[src/rtl/miner_sched_pkg.sv]
// miner_sched_pkg: shared widths, scheduler state encoding and the nonce-slice helper.
package miner_sched_pkg;
    localparam int NONCE_W    = 32;
    localparam int MIDSTATE_W = 256;
    localparam int DATA_W     = 96;
    localparam int SW         = NONCE_W + 1;

    typedef enum logic [2:0] {IDLE, LAUNCH, RUN, FLUSH, DONE} state_t;

    function automatic logic [SW-1:0] slice_of(input logic [SW-1:0] span, input int unsigned log2_cores);
        return span >> log2_cores;
    endfunction
endpackage

[src/rtl/miner_result_arbiter.sv]
// miner_result_arbiter: per-core pending finds merged round-robin into one valid/ready stream.
module miner_result_arbiter
    import miner_sched_pkg::*;
#(
    parameter int NUM_CORES = 4,
    parameter int CORE_W    = 2
) (
    input  logic                              hash_clk,
    input  logic                              reset_n,
    input  logic                              clear,
    input  logic [NUM_CORES-1:0]              set,
    input  logic [NUM_CORES-1:0][NONCE_W-1:0] set_nonce,
    input  logic                              res_ready,
    output logic                              res_valid,
    output logic [NONCE_W-1:0]                res_nonce,
    output logic [CORE_W-1:0]                 res_core,
    output logic [NUM_CORES-1:0]              pending
);
    logic [NUM_CORES-1:0][NONCE_W-1:0] nonce;
    logic [NUM_CORES-1:0] avail;
    logic [CORE_W-1:0] ptr, pick, j;
    logic found, take;

    assign take = res_valid && res_ready;

    // ptr is the first index considered, i.e. one past the last grant
    always_comb begin
        avail = pending;
        found = 1'b0;
        pick = '0;
        j = '0;
        if (take) avail[res_core] = 1'b0;
        for (int k = NUM_CORES - 1; k >= 0; k--) begin
            j = CORE_W'((int'(ptr) + k) % NUM_CORES);
            if (avail[j]) begin
                found = 1'b1;
                pick = j;
            end
        end
    end

    always_ff @(posedge hash_clk or negedge reset_n) begin
        if (!reset_n) begin
            pending <= '0;
            nonce <= '0;
            res_valid <= 1'b0;
            res_nonce <= '0;
            res_core <= '0;
            ptr <= '0;
        end else if (clear) begin
            pending <= '0;
            res_valid <= 1'b0;
        end else begin
            for (int i = 0; i < NUM_CORES; i++) begin
                if (set[i]) begin
                    pending[i] <= 1'b1;
                    nonce[i] <= set_nonce[i];
                end else if (take && res_core == CORE_W'(i)) pending[i] <= 1'b0;
            end
            if (!res_valid || res_ready) begin
                res_valid <= found;
                if (found) begin
                    res_core <= pick;
                    res_nonce <= nonce[pick];
                    ptr <= CORE_W'((int'(pick) + 1) % NUM_CORES);
                end
            end
        end
    end
endmodule

[src/rtl/miner_job_scheduler.sv]
// miner_job_scheduler: splits a job's nonce range across NUM_CORES cores and tracks them to completion.
// Define MINER_SCHED_RESUME_EN to relaunch a core on the rest of its slice once its result is taken.
module miner_job_scheduler
    import miner_sched_pkg::*;
#(
    parameter int NUM_CORES    = 4,
    parameter int LOOP_LOG2    = 5,
    parameter int DRAIN_NONCES = 4,
    parameter int CORE_W       = (NUM_CORES > 1) ? $clog2(NUM_CORES) : 1
) (
    input  logic                         hash_clk,
    input  logic                         reset_n,
    input  logic                         job_valid,
    output logic                         job_ready,
    input  logic [MIDSTATE_W-1:0]        job_midstate,
    input  logic [DATA_W-1:0]            job_data,
    input  logic [NONCE_W-1:0]           job_nonce_min,
    input  logic [NONCE_W-1:0]           job_nonce_max,
    input  logic                         abort,
    output logic [MIDSTATE_W-1:0]        core_midstate,
    output logic [DATA_W-1:0]            core_data,
    output logic [NONCE_W*NUM_CORES-1:0] core_nonce_min,
    output logic [NONCE_W*NUM_CORES-1:0] core_nonce_max,
    output logic [NUM_CORES-1:0]         core_reset,
    input  logic [NONCE_W*NUM_CORES-1:0] core_golden_nonce,
    input  logic [NUM_CORES-1:0]         core_new_golden,
    output logic                         res_valid,
    input  logic                         res_ready,
    output logic [NONCE_W-1:0]           res_nonce,
    output logic [CORE_W-1:0]            res_core,
    output logic                         busy,
    output logic                         job_done
);
    localparam int LOG_N = $clog2(NUM_CORES);

    state_t state, state_nx;
    logic [NUM_CORES-1:0][NONCE_W-1:0] cmin, cmax, gn_q;
    logic [SW-1:0] rem [NUM_CORES];
    logic [2:0] hold [NUM_CORES];
    logic [SW-1:0] span, slice, span_in, l_rem;
    logic [NONCE_W-1:0] nmax, base, l_min, l_max;
    logic [CORE_W-1:0] idx;
    logic [LOOP_LOG2-1:0] tick_cnt;
    logic [NUM_CORES-1:0] active, g1, g2, find, hit, pending;
    logic stop, last, launch, resume, run, tick, accept;

    assign core_nonce_min = cmin;
    assign core_nonce_max = cmax;
    assign job_ready = state == IDLE;
    assign busy = state != IDLE;
    assign stop = abort && busy;
    assign job_done = state == DONE && !abort;
    assign accept = job_valid && job_ready;
    assign span_in = (job_nonce_max < job_nonce_min) ? '0 : {1'b0, job_nonce_max} - {1'b0, job_nonce_min} + SW'(1);
    assign last = idx == CORE_W'(NUM_CORES - 1);
    // a zero slice means fewer nonces than cores: core i takes the single nonce min+i
    assign launch = state == LAUNCH && !abort && (slice != '0 || SW'(idx) < span);
    assign l_min = (slice == '0) ? base + NONCE_W'(idx) : base;
    assign l_max = last ? nmax : (slice == '0) ? l_min : NONCE_W'(SW'(base) + slice - SW'(1));
    assign l_rem = {1'b0, l_max} - {1'b0, l_min} + SW'(DRAIN_NONCES + 1);
    assign run = state == RUN || state == FLUSH;
    assign tick = run && &tick_cnt;

`ifdef MINER_SCHED_RESUME_EN
    assign resume = res_valid && res_ready && busy && !abort && ({1'b0, res_nonce} + SW'(1) <= {1'b0, cmax[res_core]});
`else
    assign resume = 1'b0;
`endif

    always_comb begin
        for (int i = 0; i < NUM_CORES; i++) begin
            find[i] = g1[i] && !g2[i] && active[i] && hold[i] == 3'd0;
            hit[i] = find[i] && gn_q[i] >= cmin[i] && gn_q[i] <= cmax[i];
        end
    end

    always_ff @(posedge hash_clk or negedge reset_n) begin
        if (!reset_n) state <= IDLE;
        else state <= state_nx;
    end

    always_comb begin
        state_nx = state;
        case (state)
            IDLE:    if (accept) state_nx = (span_in == '0) ? DONE : LAUNCH;
            LAUNCH:  if (last) state_nx = RUN;
            RUN:     if (active == '0) state_nx = FLUSH;
            FLUSH:   state_nx = (|active) ? RUN : (pending == '0) ? DONE : FLUSH;
            default: state_nx = IDLE;
        endcase
        if (stop) state_nx = IDLE;
    end

    always_ff @(posedge hash_clk or negedge reset_n) begin
        if (!reset_n) begin
            core_midstate <= '0;
            core_data <= '0;
            nmax <= '0;
            base <= '0;
            span <= '0;
            slice <= '0;
            idx <= '0;
            tick_cnt <= '0;
            cmin <= '0;
            cmax <= '0;
            gn_q <= '0;
            g1 <= '0;
            g2 <= '0;
            core_reset <= '0;
            active <= '0;
            for (int i = 0; i < NUM_CORES; i++) begin
                rem[i] <= '0;
                hold[i] <= '0;
            end
        end else begin
            g1 <= core_new_golden;
            g2 <= g1;
            gn_q <= core_golden_nonce;
            tick_cnt <= run ? tick_cnt + LOOP_LOG2'(1) : '0;
            if (accept) begin
                core_midstate <= job_midstate;
                core_data <= job_data;
                nmax <= job_nonce_max;
                base <= job_nonce_min;
                span <= span_in;
                slice <= slice_of(span_in, LOG_N);
                idx <= '0;
                cmin <= '0;
                cmax <= '0;
            end
            if (state == LAUNCH) begin
                idx <= idx + CORE_W'(1);
                base <= base + NONCE_W'(slice);
            end
            for (int i = 0; i < NUM_CORES; i++) begin
                core_reset[i] <= 1'b0;
                if (hold[i] != 3'd0) hold[i] <= hold[i] - 3'd1;
                if (stop) active[i] <= 1'b0;
                else if (launch && idx == CORE_W'(i)) begin
                    cmin[i] <= l_min;
                    cmax[i] <= l_max;
                    rem[i] <= l_rem;
                    active[i] <= 1'b1;
                    core_reset[i] <= 1'b1;
                    hold[i] <= 3'd4;
                end else if (resume && res_core == CORE_W'(i)) begin
                    cmin[i] <= res_nonce + NONCE_W'(1);
                    rem[i] <= {1'b0, cmax[i]} - {1'b0, res_nonce} + SW'(DRAIN_NONCES);
                    active[i] <= 1'b1;
                    core_reset[i] <= 1'b1;
                    hold[i] <= 3'd4;
                end else if (active[i] && (find[i] || rem[i] == '0)) active[i] <= 1'b0;
                else if (active[i] && tick) rem[i] <= rem[i] - SW'(1);
            end
        end
    end

    miner_result_arbiter #(.NUM_CORES(NUM_CORES), .CORE_W(CORE_W)) u_arb (
        .hash_clk(hash_clk),
        .reset_n(reset_n),
        .clear(stop),
        .set(hit),
        .set_nonce(gn_q),
        .res_ready(res_ready),
        .res_valid(res_valid),
        .res_nonce(res_nonce),
        .res_core(res_core),
        .pending(pending)
    );
endmodule

[config.mk]
export PLATFORM = sky130hd
export DESIGN_NAME = miner_job_scheduler
export DESIGN_NICKNAME = d
export VERILOG_FILES = /design/src/rtl/miner_sched_pkg.sv /design/src/rtl/miner_result_arbiter.sv /design/src/rtl/miner_job_scheduler.sv
export SDC_FILE = /design/constraint.sdc
export NUM_CORES = 2
export LEC_CHECK = 0
export ABC_AREA = 1
export BUFFER_PORTS_ARGS = -buffer_cell sky130_fd_sc_hd__buf_2
export CELL_PAD_IN_SITES_DETAIL_PLACEMENT = 1
export CELL_PAD_IN_SITES_GLOBAL_PLACEMENT = 1
export CORE_AREA = 2 2 475 477
export DETAILED_ROUTE_END_ITERATION = 16
export DIE_AREA = 0 0 477 479
export GPL_ROUTABILITY_DRIVEN = 0
export PLACE_DENSITY_LB_ADDON = 0.1
export SLEW_MARGIN = 10
export SYNTH_ARGS = -nofsm -noshare
export SYNTH_HDL_FRONTEND = slang
export SYNTH_SLANG_ARGS = --single-unit
[constraint.sdc]
create_clock -name hash_clk -period 11.7 [get_ports hash_clk]
set_clock_uncertainty 0.05 [all_clocks]
set_input_delay 0.585 -clock hash_clk [delete_from_list [all_inputs] [get_ports hash_clk]]
set_output_delay 0.585 -clock hash_clk [all_outputs]
set_load 0.01 [all_outputs]
==> impl_metrics.toml <==
[drt]
wire_per_inst_um = 28.6
wirelength_um = 376000
num_vias = 67800
ant_nets = 0
remaining_drc_errors = 0
post_drt_via_cell_ratio = 5.16
drtIter0Drc = 5343
dr.pass1.iters = 5

[pwr]
p_leak_nw = 43.8
peakVddDrop_v = 0.000471
powerDensity_mw_per_mm2 = 377

[finish]
area_delta_synth_final_pct = 28.6
nNetsFinal = 11100
fill_cells = 27100
multi_input_area_mm2 = 0.0318
seq_area_mm2 = 0.0293
drive_gt1_share_pct = 16.4

[sta]
final_hold_viol_count = 0
period_minus_slack_ns = 6.67
drv_slew = 0
timing.slew.headroom_pct = 7.31
timing.hold.ws_ns = 0.0668
tightest_slew_ns = 1.38
rsz0062_at_grt = "no"
setup_viol = 0
worst_slack_ns = 5.03
tns_ns = 0
clock.fmax_ghz = 0.150
min_period_over_period_pct = 57.0

[synth]
ys_async_sr_fraction_pct = 100
yosys.cell_types.count = 66
yosysSeqAreaShare_pct = 44.3
post-synth-top-count-cell = "nand2_1"
synthTopCellsByCount = "nand2_1 (2580), dfrtp_1 (1172), inv_1 (1018)"
syn-cell-area_mm2 = 0.0662
syn_nets = 9484
ys_ff_latch = 1172
synth_top_cell_by_area = "dfrtp_1"
syn_area_per_cell_um2 = 7.88
ys_warn_count = 0
synth_top_area_share_pct = 44.3
synth_edf_count = 0
yosys-top-cells-area = "dfrtp_1 (44%), nand2_1 (15%), ha_1 (9.5%), inv_1 (5.8%), o21ai_0 (5.0%)"
synthCells = 8410
synth_ff_type = "dfrtp_1"

[run_status]
run_status = "finished clean"

[floorplan]
core_area_mm2 = 0.224
start_util_pct = 29.6
dieArea_mm2 = 0.228
fp.dieW_um = 477
fp-row-count = 174
io-pin-count = 1203
die_h_um = 479

[flow_run]
max-cap-violations = 0

[placed_design]
hpwlAfterDp_um = 295000
port_buffers = 1202
dpl_worst_slack_ns = 5.30

[worst_hold_path]
hp-class = "input port to register"

[clock_network]
cts_hold_repair.buffers = 429
clockBufferDepth = 3
cts_tree = "built"
cts_resized = 0
post-cts-setup-buffers = 0
clock_latency_ns = 0.82
cts_buffers = 149
h-tree-depth = 4
cts_root_buf = "clkbuf_16"
path_clk_slew_ns = 0.06
cts.sinks = 1172

[grt]
first_global_vias = 70300
overflow = 0
track_usage_pct = 32.1
grt_pass1_wl_um = 529000
grt_max_degree = 152
grt_antenna_before_repair = 96

[worst_setup_path]
cp_max_fo = 6
arrival_ns = 7.28
critPathKind = "register to register"
startpoint_type = "register"
endpoint_kind = "register"
cp.required_ns = 12.32
## state kept, by name (all words and copies together) (netlist names), 12 cells and up
| name | flops |
|---|---|
| core_midstate | 256 |
| rem | 132 |
| core_nonce_max | 128 |
| core_nonce_min | 128 |
| gn_q | 128 |
| u_arb.nonce | 128 |
| core_data | 96 |
| span | 33 |
| base | 32 |
| nmax | 32 |
| u_arb.res_nonce | 32 |
| hold | 12 |
## per-layer routing
metal,vias up,global-route usage [%],part of all wire [%]
li1,30500,-,-
met1,34200,40.3,42
met2,2407,50.9,45
met3,681,8.36,7.3
met4,16,16.3,5.7
met5,-,0,0.034
## final cells by class
cell class	count	share of cell area, %
Antenna cell	51	0.150
Clock buffer	216	5.08
Clock inverter	52	0.883
Inverter	1032	4.56
Multi-Input combinational cell	5877	37.3
Sequential cell	1172	34.4
Tap cell	2992	4.39
Timing Repair Buffer	1744	13.2
## stage by stage
stage	total power [mW]	area [um2]	cells	util, %
final	32.1	85200	13100	38.1
after detailed placement	26.8	75700	12400	33.9
after global routing	34.1	85200	13100	38.1
after floorplan	16.9	66200	8410	-
after CTS	31.9	85100	13100	38.1
after global placement	26.5	75700	12400	33.9
## power by group
part / switching, mW / leakage, nW / total, mW / internal [mW]
Clock: 2.02 / 2.50 / 4.89 / 2.87
Combinational: 14.7 / 26.3 / 20.2 / 5.51
Sequential: 1.59 / 15.0 / 7.07 / 5.47
Total: 18.3 / 43.8 / 32.1 / 13.9
## logic make-up after synthesis
kind of cell	Yosys count	share of synthesized area (%)
compound gates	1304	10.9
fa+ha+maj	521	10.1
flops	1172	44.3
xor+xnor	175	2.31
simple gates	3877	24.6
buf+inv	1361	7.89
## layout by cell type (no fill, tap or decap), drive strengths merged, types with 20 or more instances in the layout
cell type | netlist | final
nand2 | 2586 | 2586
buf | 79 | 1315
dfrtp | 1172 | 1172
inv | 1030 | 1035
o21ai | 703 | 703
nand3 | 532 | 532
ha | 501 | 501
dlygate4sd3 | 0 | 429
nor2 | 389 | 389
a21oi | 343 | 343
clkbuf | 250 | 216
nand4 | 177 | 177
xor2 | 142 | 142
nor3 | 76 | 76
o211ai | 70 | 70
diode | 0 | 51
nand3b | 41 | 41
o31ai | 37 | 37
nor4 | 34 | 34
clkinv | 2 | 34
xnor2 | 33 | 33
or2 | 29 | 29
o21bai | 22 | 22
fa | 20 | 20
## worst max-delay path, stage by stage (launching register included)
cell	delay, ns
dfrtp_1	0.61
inv_1	0.12
ha_1	0.43
inv_1	0.10
ha_1	0.43
nand2_1	0.11
nor2_1	0.14
inv_1	0.05
o21ai_0	0.63
a21oi_1	0.31
nand2_1	0.13
nand2_1	0.06
o211ai_1	0.17
o21ai_1	0.09
buf_4	0.19
ha_1	0.28
ha_1	0.38
a21oi_1	0.23
a21boi_0	0.22
nand2_1	0.16
nand2_1	0.09
nand2_1	0.07
xnor2_1	1.06
o21ai_0	0.24
nand2_1	0.12
o21ai_1	0.07
## final timing paths
path | from | end | slack, ns | cells past startpoint
setup / recovery | base[8]$_DFFE_PN0P_ | rem[118]$_DFFE_PN0P_ | 5.03 | 25
hold / removal | job_midstate[244] | core_midstate[244]$_DFFE_PN0P_ | 0.07 | 3
setup reg to reg | base[8]$_DFFE_PN0P_ | rem[118]$_DFFE_PN0P_ | 5.03 | 25
hold reg to reg | g1[2]$_DFF_PN0_ | g2[2]$_DFF_PN0_ | 0.35 | 0
max in group asynchronous | reset_n | core_data[8]$_DFFE_PN0P_ | 8.35 | 5
min in group asynchronous | reset_n | gn_q[55]$_DFF_PN0_ | 0.39 | 2
No activity file was read; power rests on OpenSTA's default activity.
